File: src/rtl/alarma_pkg.sv
// Shared types and widths for the alarm sequencer.
package alarma_pkg;

  localparam int unsigned DIG_W  = 4;
  localparam int unsigned RING_W = 8;
  localparam int unsigned SNZL_W = 4;
  localparam int unsigned SNZN_W = 3;

  typedef enum logic [1:0] {
    ST_IDLE    = 2'd0,
    ST_ARMED   = 2'd1,
    ST_RINGING = 2'd2,
    ST_SNOOZE  = 2'd3
  } state_t;

endpackage

File: src/rtl/alarma_if.sv
// Time/alarm digit bus plus second/minute ticks feeding the alarm sequencer.
interface alarma_if
  import alarma_pkg::*;
  ();

  logic             tick_seg;
  logic             tick_min;
  logic [DIG_W-1:0] f0, f1, f2, f3;
  logic [DIG_W-1:0] g0, g1, g2, g3;

  modport master (output tick_seg, tick_min, f0, f1, f2, f3, g0, g1, g2, g3);
  modport slave  (input  tick_seg, tick_min, f0, f1, f2, f3, g0, g1, g2, g3);

endinterface

File: src/rtl/alarma_beep_gen.sv
// Buzzer tone generator: son toggles every HALF clocks while en, starting high.
module beep_gen #(
  parameter int unsigned HALF = 25000
) (
  input  logic clk,
  input  logic rst_n,
  input  logic en,
  output logic son
);

  localparam int unsigned CNT_W = (HALF > 1) ? $clog2(HALF) : 1;

  logic [CNT_W-1:0] cnt_q, cnt_d;
  logic             son_q, son_d;
  logic             act_q, act_d;

  always_comb begin
    cnt_d = cnt_q;
    son_d = son_q;
    act_d = act_q;
    if (!en) begin
      cnt_d = '0;
      son_d = 1'b0;
      act_d = 1'b0;
    end else if (!act_q) begin
      cnt_d = '0;
      son_d = 1'b1;
      act_d = 1'b1;
    end else if (cnt_q == CNT_W'(HALF - 1)) begin
      cnt_d = '0;
      son_d = ~son_q;
    end else begin
      cnt_d = cnt_q + CNT_W'(1);
    end
  end

  always_ff @(posedge clk or negedge rst_n) begin
    if (!rst_n) begin
      cnt_q <= '0;
      son_q <= 1'b0;
      act_q <= 1'b0;
    end else begin
      cnt_q <= cnt_d;
      son_q <= son_d;
      act_q <= act_d;
    end
  end

  assign son = son_q;

endmodule

File: src/rtl/alarma_ctrl.sv
// Alarm sequencer: arm, minute compare, ring, snooze, timeout and snooze limit.
// ALARMA_BEEP_EN selects a pulsed buzzer (beep_gen) instead of a steady tone.
module alarma_ctrl
  import alarma_pkg::*;
#(
  parameter int unsigned SNOOZE_MIN = 5,
  parameter int unsigned RING_TO_S  = 60,
  parameter int unsigned MAX_SNOOZE = 3
`ifdef ALARMA_BEEP_EN
  ,
  parameter int unsigned BEEP_HALF  = 25000
`endif
) (
  input  logic       clk,
  input  logic       rst_n,
  alarma_if.slave    dig,
  input  logic       alarm_en,
  input  logic       btn_off,
  input  logic       btn_snooze,
  output logic       son,
  output logic       sonando,
  output logic       pospuesto,
  output logic [1:0] estado
);

  state_t              state_q, state_d;
  logic [RING_W-1:0]   ring_cnt_q, ring_cnt_d;
  logic [SNZL_W-1:0]   snz_left_q, snz_left_d;
  logic [SNZN_W-1:0]   snz_num_q, snz_num_d;
  logic                sonando_q, sonando_d;
  logic                pospuesto_q, pospuesto_d;
  logic                match, timeout;

  assign match = (dig.f0 == dig.g0) && (dig.f1 == dig.g1) &&
                 (dig.f2 == dig.g2) && (dig.f3 == dig.g3);
  assign timeout = (ring_cnt_q >= RING_W'(RING_TO_S));

  always_comb begin
    state_d    = state_q;
    ring_cnt_d = ring_cnt_q;
    snz_left_d = snz_left_q;
    snz_num_d  = snz_num_q;
    if (!alarm_en) begin
      state_d = ST_IDLE;
    end else begin
      unique case (state_q)
        ST_IDLE: state_d = ST_ARMED;
        ST_ARMED: begin
          if (dig.tick_min && match) begin
            state_d    = ST_RINGING;
            ring_cnt_d = '0;
            snz_num_d  = '0;
          end
        end
        ST_RINGING: begin
          if (btn_off) begin
            state_d = ST_ARMED;
          end else if (btn_snooze || timeout) begin
            if (snz_num_q < SNZN_W'(MAX_SNOOZE)) begin
              state_d    = ST_SNOOZE;
              snz_left_d = SNZL_W'(SNOOZE_MIN);
              if (snz_num_q != '1) snz_num_d = snz_num_q + SNZN_W'(1);
            end else begin
              state_d = ST_ARMED;
            end
          end else if (dig.tick_seg && ring_cnt_q != '1) begin
            ring_cnt_d = ring_cnt_q + RING_W'(1);
          end
        end
        ST_SNOOZE: begin
          if (btn_off) begin
            state_d = ST_ARMED;
          end else if (dig.tick_min) begin
            if (snz_left_q == SNZL_W'(1)) begin
              state_d    = ST_RINGING;
              ring_cnt_d = '0;
            end else if (snz_left_q != '0) begin
              snz_left_d = snz_left_q - SNZL_W'(1);
            end
          end
        end
        default: state_d = ST_IDLE;
      endcase
    end
    sonando_d   = (state_d == ST_RINGING);
    pospuesto_d = (state_d == ST_SNOOZE);
  end

  always_ff @(posedge clk or negedge rst_n) begin
    if (!rst_n) begin
      state_q     <= ST_IDLE;
      ring_cnt_q  <= '0;
      snz_left_q  <= '0;
      snz_num_q   <= '0;
      sonando_q   <= 1'b0;
      pospuesto_q <= 1'b0;
    end else begin
      state_q     <= state_d;
      ring_cnt_q  <= ring_cnt_d;
      snz_left_q  <= snz_left_d;
      snz_num_q   <= snz_num_d;
      sonando_q   <= sonando_d;
      pospuesto_q <= pospuesto_d;
    end
  end

`ifdef ALARMA_BEEP_EN
  // Fed from the next-state decode so the first beep lines up with sonando.
  beep_gen #(.HALF(BEEP_HALF)) u_beep (
    .clk   (clk),
    .rst_n (rst_n),
    .en    (sonando_d),
    .son   (son)
  );
`else
  logic son_q;
  always_ff @(posedge clk or negedge rst_n) begin
    if (!rst_n) son_q <= 1'b0;
    else        son_q <= sonando_d;
  end
  assign son = son_q;
`endif

  assign sonando   = sonando_q;
  assign pospuesto = pospuesto_q;
  assign estado    = state_q;

endmodule

File: src/flat_wrapper.sv
// flat-port wrapper written by rule: the top's interface ports become plain ports
module alarma_ctrl_flat import alarma_pkg::*;
#(
  parameter int unsigned SNOOZE_MIN = 5,
  parameter int unsigned RING_TO_S  = 60,
  parameter int unsigned MAX_SNOOZE = 3

)
  (clk, rst_n, alarm_en, btn_off, btn_snooze, son, sonando, pospuesto, estado, dig_tick_seg, dig_tick_min, dig_f0, dig_f1, dig_f2, dig_f3, dig_g0, dig_g1, dig_g2, dig_g3);
  alarma_if dig_i ();
  input  logic clk;
  input  logic rst_n;
  input  logic alarm_en;
  input  logic btn_off;
  input  logic btn_snooze;
  output logic son;
  output logic sonando;
  output logic pospuesto;
  output logic [1:0] estado;
  input wire logic [$bits(dig_i.tick_seg)-1:0] dig_tick_seg;
  input wire logic [$bits(dig_i.tick_min)-1:0] dig_tick_min;
  input wire logic [$bits(dig_i.f0)-1:0] dig_f0;
  input wire logic [$bits(dig_i.f1)-1:0] dig_f1;
  input wire logic [$bits(dig_i.f2)-1:0] dig_f2;
  input wire logic [$bits(dig_i.f3)-1:0] dig_f3;
  input wire logic [$bits(dig_i.g0)-1:0] dig_g0;
  input wire logic [$bits(dig_i.g1)-1:0] dig_g1;
  input wire logic [$bits(dig_i.g2)-1:0] dig_g2;
  input wire logic [$bits(dig_i.g3)-1:0] dig_g3;
  assign dig_i.tick_seg = dig_tick_seg;
  assign dig_i.tick_min = dig_tick_min;
  assign dig_i.f0 = dig_f0;
  assign dig_i.f1 = dig_f1;
  assign dig_i.f2 = dig_f2;
  assign dig_i.f3 = dig_f3;
  assign dig_i.g0 = dig_g0;
  assign dig_i.g1 = dig_g1;
  assign dig_i.g2 = dig_g2;
  assign dig_i.g3 = dig_g3;
  alarma_ctrl #(.SNOOZE_MIN(SNOOZE_MIN), .RING_TO_S(RING_TO_S), .MAX_SNOOZE(MAX_SNOOZE)) u_core (.clk(clk), .rst_n(rst_n), .dig(dig_i), .alarm_en(alarm_en), .btn_off(btn_off), .btn_snooze(btn_snooze), .son(son), .sonando(sonando), .pospuesto(pospuesto), .estado(estado));
endmodule
File: config.mk
export PLATFORM = sky130hd
export DESIGN_NAME = alarma_ctrl_flat
export DESIGN_NICKNAME = d
export VERILOG_FILES = /design/src/rtl/alarma_pkg.sv /design/src/rtl/alarma_if.sv /design/src/rtl/alarma_beep_gen.sv /design/src/rtl/alarma_ctrl.sv /design/src/flat_wrapper.sv
export SDC_FILE = /design/constraint.sdc
export NUM_CORES = 1
export LEC_CHECK = 0
export ABC_CLOCK_PERIOD_IN_PS = 3300
export BUFFER_PORTS_ARGS = -buffer_cell sky130_fd_sc_hd__buf_2
export CORE_AREA = 10 10 70 72
export DETAILED_ROUTE_END_ITERATION = 16
export DIE_AREA = 0 0 80 82
export GPL_TIMING_DRIVEN = 1
export PLACE_DENSITY = 0.61
export SYNTH_ARGS = -nofsm -noshare
export SYNTH_HDL_FRONTEND = slang
export SYNTH_SLANG_ARGS = --single-unit
File: constraint.sdc
create_clock -name clk -period 3.3 [get_ports clk]
set_input_delay 0.66 -clock clk [delete_from_list [all_inputs] [get_ports clk]]
set_output_delay 0.66 -clock clk [all_outputs]
set_load 0.1 [all_outputs]
# Word level (Yosys, flattened, before mapping)
# Index checks and enable logic that the tools add are counted.
[totals]
input_bits = 39
elab_cells = 80
reg_bits = 19
out_inout_bits = 5
[classes]
n_eq_ne = 24
n_reduce_logical = 14
n_addsub = 3
muxes = 31
order_cmp = 2
[op_table]
columns = ["op", "count"]
rows = [
  ["two-way mux 8 bit", 7],
  ["two-way mux 4 bit", 7],
  ["case mux 8 bit (3 select lines)", 1],
  ["AND reduction 9 bit", 2],
  ["equality test 4 bit", 4],
  ["two-way mux 2 bit", 8],
  ["two-way mux 3 bit", 5],
  ["!= test 2 x 1 -> 1 bit, second input constant", 7],
  ["!= test 2 bit, second input constant", 5],
  ["adder 8 x 1 -> 8 bit, second input constant", 1],
  ["equality test 2 bit, second input constant", 4],
  ["greater-or-equal comparator 8 x 6 -> 1 bit, second input constant", 1],
  ["!= test 8 bit, second input constant", 1],
  ["case mux 2 bit (4 select lines)", 1],
  ["case mux 4 bit (2 select lines)", 1],
  ["AND reduction 7 bit", 1],
  ["case mux 3 bit (2 select lines)", 1],
  ["logical AND 1 bit", 5],
  ["equality test 4 x 1 -> 1 bit, second input constant", 1],
  ["nonzero test 2 bit", 2],
  ["nonzero test 4 bit", 1],
  ["subtractor 4 x 1 -> 4 bit, second input constant", 1],
  ["adder 3 x 1 -> 3 bit, second input constant", 1],
  ["< comparator 3 x 2 -> 1 bit, second input constant", 1],
  ["other kinds (5)", 5],
]

# Logic depth before layout (Yosys ltp)
# Gate-level depths: netlist of the first run.
[depth]
ltp_word = 9
depth_mapped = 7
depth_no_buf = 7

# Worst setup path after synthesis of the first run
# OpenSTA, ideal clock, no wires.
[synth_timing]
kind = "register to register"
start = "register u_core.state_q[0] (netlist: u_core.estado[0])"
end = "register u_core.ring_cnt_q[3]"
path_stages_with_launch = 7
path_buffers = 1
arrival_time_ns = 2.196
t_required_ns = 3.212
slack_ns = 1.016
setup_time_ns = 0.088
synth_period_minus_slack_ns = 2.284
path_cell_list = "dfrtp_1 -> clkbuf_1 -> nand2_1 -> o221ai_1 -> a31oi_4 -> and2b_4 -> a41oi_1"
[synth_via]
elab_chain_len = 3
word_cells_on_any_way = 13
cone_classes = "eq/ne (10); mux (1); reduce/logical (2)"
[synth_lines]
columns = ["item", "line_no", "rtl"]
rows = [
  ["start: declaration", "alarma_ctrl.sv:26", "state_t state_q, state_d;"],
  ["start signal: assignment", "alarma_ctrl.sv:98", "state_q <= state_d;"],
  ["equality test 2 bit or equality test 2 x 1 -> 1 bit (tied branches)", "alarma_ctrl.sv:46", "unique case (state_q)"],
  ["!= test 2 x 1 -> 1 bit (no source line), or another cell as far along", "n/a", ""],
  ["AND reduction 9 bit (no source line)", "n/a", ""],
  ["end signal: assignment", "alarma_ctrl.sv:99", "ring_cnt_q <= ring_cnt_d;"],
  ["end: declaration", "alarma_ctrl.sv:27", "logic [RING_W-1:0] ring_cnt_q, ring_cnt_d;"],
]
# Several ways; a longest one is shown, not always the timed one.
# A chain may end at the register's enable or synchronous reset.

# Worst setup path after layout of the first run
[layout_timing]
start = "input port dig_g3[0]"
end = "register u_core.ring_cnt_q[4]"
[layout_via]
elab_chain_len = 5
[layout_lines]
columns = ["item", "line_no", "rtl"]
rows = [
  ["start: declaration", "flat_wrapper.sv:29", "input wire logic [$bits(dig_i.g3)-1:0] dig_g3;"],
  ["equality test 4 bit", "alarma_ctrl.sv:35", "(dig.f2 == dig.g2) && (dig.f3 == dig.g3);"],
  ["logical AND 1 bit", "alarma_ctrl.sv:35", ""],
  ["logical AND 1 bit", "alarma_ctrl.sv:49", "if (dig.tick_min && match) begin"],
  ["!= test 2 x 1 -> 1 bit (no source line)", "n/a", ""],
  ["AND reduction 9 bit (no source line)", "n/a", ""],
]
# Every way passes these cells.

==> results.toml, run 1 <==
[status]
status = "finished clean"

[detailed_routing]
firstDrtPassIters = 4
vias = 1205
dr.first_iter.drc_count = 82
drc = 0
vias_per_cell = 5.26
wl_per_cell_um = 14.4
ant_nets = 0
wirelength_um = 3290

[clock_network]
cts_setup_buffers = 0
cts_buffer_depth = 2
cts_hold_buf = 0
clk_pin_slew_ns = 0.11
clock_sinks = 19
cts_tree = "yes"
htreeDepth = 1
cts_resized = 0
clock_latency_ns = 0.30
cts_made_buffers = 3
cts-root-buf = "clkbuf_4"

[logic_synthesis]
ys_ff_latch = 19
synthArstFlopShare = 1.00
yosys_warnings = 0
synth.avg_cell_area_um2 = 9.50
syn_nets = 182
ys.flop_type = "dfrtp_1"
yosysUniqueCellTypes = 42
synth_edf_count = 0
synth_cells = 136
seq_area_frac_synth = 0.368
syn_area_mm2 = 0.00129

[placed_design]
numPortBuffers = 43
dp_hpwl_um = 2680
gp_congestion = 0.783

[floorplan]
die_area_mm2 = 0.00656
num_rows = 22
dieWidth_um = 80
dieHeight_um = 82
coreArea_mm2 = 0.00358
start_util = 0.361
io_pins = 44

[critical_path]
reg2reg_from = "u_core.ring_cnt_q[7]"
crit_start = "dig_g3[0]"
end_kind = "flip-flop"
reg2reg_slack_ns = 1.30
start_kind = "input pin"
arrival_ns = 2.17
reg2reg_depth = 5
regToRegEndpoint = "u_core.ring_cnt_q[4]"
worst_ep_required_time_ns = 3.45
path_class = "input pin to flip-flop"
cp_max_fo = 9

[final_layout]
syn_to_final_growth_pct = 22.5
layout.nets = 228
diodes = 0
drive_gt1_frac = 0.298
layout_common_cells = "buf_2, dfrtp_1, xor2_1"
final_common_cell = "buf_2"

[global_route]
grt_max_degree = 20
antenna_found_initial = 0
globalRoute.totalOverflow = 0
grt_usage = 0.105
grt_pass1_vias = 1281
grt_pass1_wl_um = 5630

[sta]
worst_pin_slew_ns = 0.632
fin_crit_sh = 0.613
tns_ns = 0
rsz0062_at_grt = "no"
hold_viol = 0
setup_viol = 0
slew-limit-headroom = 0.576
slew_viol_final = 0
fin_skew_ns = 0.00255
min_period_ns = 2.02
fmax_mhz = 495

[power]
fin_total_pwr_mw = 0.452
powerDensity_mw_per_mm2 = 286
peakVddDrop_uv = 104
leakagePower_nw = 0.784

[job]
maxCapViolations = 0

[min_path]
worstHoldPathType = "input pin to asynchronous set/reset pin"
## area by class of cell
type                            count  area, um2
Clock buffer                        4       26.3
Fill cell                         379       2000
Inverter                            4       15.0
Multi-Input combinational cell    111        791
Sequential cell                    19        475
Tap cell                           48       60.1
Timing Repair Buffer               43        215
## metrics by stage
step                area (um2)  hold WS, ns  cells  setup slack [ns]  utilization
floorplan                 1290        0.364    136              1.02            -
global placement          1560        0.495    225              1.01        0.435
detailed placement        1560        0.518    225             0.923        0.435
CTS                       1580        0.285    229              1.24        0.442
global route              1580        0.284    229              1.18        0.442
finish                    1580        0.279    229              1.28        0.442
## flip-flops by register name, summed over array words and instances (netlist names)
signal,cells
u_core.sonando,1
u_core.snz_num_q,3
u_core.ring_cnt_q,8
u_core.snz_left_q,4
u_core.estado,2
u_core.pospuesto,1
## synth_stat cells (4+ instances only)
| cell | n | area, um2 |
|---|---|---|
| and3_1 | 6 | 37.5 |
| nand2b_1 | 4 | 25.0 |
| ha_1 | 7 | 87.6 |
| xor2_1 | 15 | 131 |
| inv_1 | 4 | 15.0 |
| o21ai_0 | 4 | 20.0 |
| a31oi_1 | 6 | 37.5 |
| nor2_1 | 10 | 37.5 |
| nand2_1 | 8 | 30.0 |
| dfrtp_1 | 19 | 475 |
## critical path, cell delays in order
cell and delay (ns):
buf_2 0.10, xor2_1 0.15, nor4_1 0.31, nand4_1 0.20, o21ai_1 0.55, a41oi_1 0.21
## per-layer routing
layer,share of wire,vias to the layer above,global-route usage
li1,-,592,-
met1,0.48,562,0.133
met2,0.43,47,0.161
met3,0.077,4,0.0349
met4,0.013,0,0.0458
met5,0,-,0
## how the worst max path moves through the flow
stage / end / slack, ns
final: u_core.ring_cnt_q[4] / 1.28
after global routing: u_core.ring_cnt_q[3] / 1.18
after CTS: u_core.ring_cnt_q[3] / 1.24
after detailed placement: u_core.ring_cnt_q[4] / 0.92
after global placement: u_core.ring_cnt_q[4] / 1.01
after floorplan: u_core.ring_cnt_q[3] / 1.02
## power by group
group | total, mW | switching [mW] | internal [mW]
Clock | 0.121 | 0.0740 | 0.0471
Combinational | 0.0880 | 0.0496 | 0.0384
Sequential | 0.243 | 0.00583 | 0.237
## logic make-up (layout without fill, tap and decap cells)
kind of cell,count (synthesis),after routing,share of synthesized area
AOI/OAI and AO/OA,35,35,0.203
buffers and inverters,6,51,0.0203
adders and majority gates,7,7,0.0678
and+or+nand+nor,53,53,0.232
xor gates and xnor gates,16,16,0.108
DFF,19,19,0.368
(Power assumes the default switching activity.)
==> run 2, diff against run 1 <==
ABC_CLOCK_PERIOD_IN_PS = 2009   (was 3300)
clock period = 2.01 ns   (was 3.3 ns; I/O delays follow)
==> results.toml, run 2 (synthesized netlist as in run 1, its figures left out) <==
[status]
status = "finished clean"

[sta]
min_period_ns = 1.91
slew-limit-headroom = 0.674
setup_viol = 0
hold_viol = 0
fmax_mhz = 524
fin_skew_ns = 0.00282
slew_viol_final = 0
fin_crit_sh = 0.950
tns_ns = 0
fin_worst_hold_slack_ns = 0.0195
worst_pin_slew_ns = 0.493
rsz0062_at_grt = "no"

[final_layout]
final_common_cell = "buf_2"
final_cells = 234
fillers = 356
drive_gt1_frac = 0.333
largest_reg_flops = 8
diodes = 0
syn_to_final_growth_pct = 25.7
layout_common_cells = "buf_2, dfrtp_1, xor2_1"
layout.nets = 233
reg_top3 = "u_core.ring_cnt_q (8), u_core.snz_left_q (4), u_core.snz_num_q (3)"
regMostFlops = "u_core.ring_cnt_q"

[critical_path]
crit_start = "u_core.ring_cnt_q[7]"
regToRegEndpoint = "u_core.ring_cnt_q[4]"
reg2reg_slack_ns = 0.10
endpoint = "u_core.ring_cnt_q[4]"
reg2reg_depth = 6
crit_chain = "or3_4 -> or3_4 -> a31oi_4 -> buf_4 -> a31oi_1 -> a41oi_1"
start_kind = "flip-flop"
cp_max_fo = 6
end_kind = "flip-flop"
arrival_ns = 2.13
cp_slowest_cell = "dfrtp_1"
critPathMaxStageDelay_ns = 0.41
path_common_cell = "or3_4"
reg2reg_from = "u_core.ring_cnt_q[7]"
path_class = "flip-flop to flip-flop"
worst_ep_required_time_ns = 2.23

[detailed_routing]
firstDrtPassIters = 4
vias_per_cell = 5.33
dr.first_iter.drc_count = 137
ant_nets = 0
wl_per_cell_um = 14.2
vias = 1247
drc = 0
wirelength_um = 3320

[min_path]
worstHoldPathType = "input pin to asynchronous set/reset pin"

[floorplan]
dieWidth_um = 80
dieHeight_um = 82
die_area_mm2 = 0.00656
coreArea_mm2 = 0.00358
io_pins = 44
num_rows = 22
start_util = 0.361

[clock_network]
clk_pin_slew_ns = 0.12
cts_resized = 0
cts_buffer_depth = 2
htreeDepth = 1
cts_made_buffers = 3
cts-root-buf = "clkbuf_4"
clock_sinks = 19
cts_tree = "yes"
cts_hold_buf = 0
cts_setup_buffers = 0
clock_latency_ns = 0.30

[power]
fin_total_pwr_mw = 0.747
leakagePower_nw = 0.808
peakVddDrop_uv = 143
powerDensity_mw_per_mm2 = 460

[placed_design]
dp.cells = 230
dp_hpwl_um = 2750
gp_congestion = 0.818
numPortBuffers = 43

[global_route]
grt_pass1_vias = 1292
grt_usage = 0.101
grt_max_degree = 20
antenna_found_initial = 0
grt_pass1_wl_um = 5440
globalRoute.totalOverflow = 0

[job]
maxCapViolations = 0
run 2: per-stage QoR:
stage          instance area [um2]  worst slack, ns  utilization
5_1_grt                       1620           0.0139        0.454
2_1_floorplan                 1290           0.0121            -
4_1_cts                       1620            0.119        0.454
3_3_place_gp                  1600           0.0790        0.446
3_5_place_dp                  1600           0.0379        0.446
6_report                      1620            0.100        0.454
run 2: layer usage:
metal  vias up  share of wire  global-route usage
li1        604              -                   -
met1       586           0.43               0.120
met3         2          0.090              0.0360
met2        55           0.47               0.164
met5         -              0                   0
met4         0         0.0063              0.0423
run 2: layout make-up:
type | instances | area, um2 | share of cell area
clock buffer | 3 | 22.5 | 0.0139
clock inverter | 1 | 5.00 | 0.00308
inverter | 4 | 15.0 | 0.00924
multi-input combinational | 111 | 791 | 0.487
sequential | 19 | 478 | 0.294
tap | 48 | 60.1 | 0.0370
timing repair buffer | 48 | 253 | 0.156
run 2: worst min path at each step:
stage	cells after the start	slack (ns)	end	startpoint
floorplan	0	0.11	u_core.estado[0]	rst_n
CTS	1	0.02	u_core.pospuesto	rst_n
global placement	1	0.36	u_core.snz_left_q[3]	rst_n
detailed placement	1	0.36	u_core.snz_left_q[2]	rst_n
global route	1	0.02	u_core.pospuesto	rst_n
finish	1	0.02	u_core.pospuesto	rst_n
run 2: worst max-delay path: cells and delay by family, from the launching register on:
| kind | cells | cell delay, ns |
|---|---|---|
| compound gates | 3 | 0.48 |
| buf+inv | 1 | 0.17 |
| flops | 1 | 0.41 |
| simple gates | 2 | 0.77 |
run 2: report_power, final:
part	total [mW]	internal, mW	leakage, nW	switching, mW
Sequential	0.399	0.389	0.258	0.00926
Combinational	0.149	0.0663	0.532	0.0828
Clock	0.199	0.0741	0.0177	0.125
Total	0.747	0.530	0.808	0.217
==> run 3, diff against run 2 <==
ABC_AREA = 1   (was not set)
CORE_AREA = 10 10 74 76   (was 10 10 70 72)
DIE_AREA = 0 0 84 86   (was 0 0 80 82)
PLACE_DENSITY = 0.6   (was 0.61)
==> results.toml, run 3 <==
[global_route]
grt_pass1_wl_um = 6060
globalRoute.totalOverflow = 0
grt_max_degree = 20
grt_usage = 0.0965
grt_pass1_vias = 1444
antenna_found_initial = 0

[logic_synthesis]
synth.avg_cell_area_um2 = 6.70
synth_top_cell_area_share = 0.321
syn_area_mm2 = 0.00148
synth_cells = 221
seq_area_frac_synth = 0.321
ys_top_cells_by_count = "nand2_1, inv_1, nor2_1"
yosys.area.top_type = "dfrtp_1"
ys_top_cells_by_area = "dfrtp_1, nand2_1, inv_1, nor2_1, ha_1"
ys_ff_latch = 19
yosysUniqueCellTypes = 26
yosys_warnings = 0
synth_edf_count = 0
synthArstFlopShare = 1.00
synth_most_common_cell = "nand2_1"
ys.flop_type = "dfrtp_1"
syn_nets = 267

[final_layout]
diodes = 0
layout_common_cells = "nand2_1, buf_2, inv_1"
drive_gt1_frac = 0.252
largest_reg_flops = 8
final_common_cell = "nand2_1"
layout.nets = 313
reg_top3 = "u_core.ring_cnt_q (8), u_core.snz_left_q (4), u_core.snz_num_q (3)"
stdcell_area_mm2 = 0.00179
regMostFlops = "u_core.ring_cnt_q"
syn_to_final_growth_pct = 20.6

[detailed_routing]
firstDrtPassIters = 4
dr.first_iter.drc_count = 41
vias = 1416
vias_per_cell = 4.48
wl_per_cell_um = 10.7
wirelength_um = 3380
drc = 0
ant_nets = 0

[job]
maxCapViolations = 0

[sta]
slew-limit-headroom = 0.676
rsz0062_at_grt = "no"
setup_viol = 0
worst_pin_slew_ns = 0.489
finalWorstSetupSlack_ns = 0.413
min_period_ns = 1.60
tns_ns = 0
fin_crit_sh = 0.795
slew_viol_final = 0
fmax_mhz = 626
hold_viol = 0
fin_skew_ns = 0.00501

[floorplan]
dieWidth_um = 84
num_rows = 23
dieHeight_um = 86
die_area_mm2 = 0.00722
io_pins = 44
start_util = 0.373
coreArea_mm2 = 0.00397

[clock_network]
cts_hold_buf = 0
cts_setup_buffers = 0
htreeDepth = 1
clock_sinks = 19
cts_buffer_depth = 2
cts-root-buf = "clkbuf_8"
cts_resized = 0
cts_made_buffers = 3
clock_latency_ns = 0.26
clk_pin_slew_ns = 0.08
cts_tree = "yes"

[critical_path]
reg2reg_depth = 9
critPathMaxStageDelay_ns = 0.47
cp_max_fo = 5
path_delay_family = "buffers and inverters"
arrival_ns = 1.20
worst_ep_required_time_ns = 1.61
reg2reg_from = "u_core.snz_left_q[1]"
reg2reg_slack_ns = 0.46
crit_buf_inv = 1
crit_chain = "buf_2"
cp_slowest_cell = "buf_2"
regToRegEndpoint = "u_core.ring_cnt_q[7]"
path_class = "flip-flop to output pin"
start_kind = "flip-flop"
end_kind = "output pin"

[placed_design]
dp_hpwl_um = 2840
gp_congestion = 0.810
place_ws_ns = 0.346
numPortBuffers = 43
placed_area_mm2 = 0.00174

[status]
status = "finished clean"

[power]
leakagePower_nw = 1.00
powerDensity_mw_per_mm2 = 450
peakVddDrop_uv = 188

[min_path]
worstHoldPathType = "input pin to asynchronous set/reset pin"
## run 3: cell count changes after synthesis, sizes merged, moves of 5 or more
cell	change
and3	-6
xnor2	+5
xor2	-13
a31oi	-7
nand2	+65
nor2	+24
inv	+34
nand3	+10
## run 3: through the flow
| stage | util | hold WS (ns) | total power, mW | cells |
|---|---|---|---|---|
| floorplan | - | 0.106 | 0.479 | 221 |
| global placement | 0.438 | 0.370 | 0.541 | 312 |
| detailed placement | 0.438 | 0.369 | 0.542 | 312 |
| CTS | 0.450 | 0.0837 | 0.816 | 316 |
| global route | 0.450 | 0.105 | 0.851 | 316 |
| finish | 0.450 | 0.0699 | 0.804 | 316 |
## run 3: layout make-up
| type | instances | area, um2 |
|---|---|---|
| Clock inverter | 1 | 5.00 |
| Timing Repair Buffer | 43 | 215 |
| Multi-Input combinational cell | 162 | 845 |
| Sequential cell | 19 | 475 |
| Fill cell | 413 | 2180 |
| Inverter | 38 | 143 |
| Tap cell | 50 | 62.6 |
| Clock buffer | 3 | 41.3 |
## run 3: worst max-delay path by stage
stage / slack, ns / endpoint / depth (start not counted) / startpoint
floorplan: 0.08 / u_core.snz_left_q[0] / 7 / u_core.estado[0]
global placement: 0.36 / u_core.pospuesto / 11 / dig_g3[0]
detailed placement: 0.35 / u_core.pospuesto / 11 / dig_g3[0]
CTS: 0.40 / estado[0] / 1 / u_core.estado[0]
global route: 0.30 / u_core.ring_cnt_q[1] / 9 / u_core.snz_left_q[1]
finish: 0.41 / estado[0] / 1 / u_core.estado[0]
## run 3: report_power, final
| group | switching [mW] | total (mW) | internal [mW] |
|---|---|---|---|
| clock network | 0.134 | 0.271 | 0.138 |
| registers | 0.00323 | 0.387 | 0.384 |
| logic | 0.0873 | 0.145 | 0.0581 |
| total | 0.224 | 0.804 | 0.580 |
## run 3: kinds of logic (layout without fill, tap and decap cells)
family          after synthesis  after routing  share of synthesized area
simple gates                134            134                      0.415
buf+inv                      40             85                      0.109
flops                        19             19                      0.321
compound gates               13             13                     0.0490
xor+xnor                      8              8                     0.0473
fa+ha+maj                     7              7                     0.0591
## run 3: layer usage
metal  routed length [um]  global-route usage
met5                    0                   0
met4                   48              0.0381
met3                  108              0.0142
met2                 1690               0.174
met1                 1540               0.112
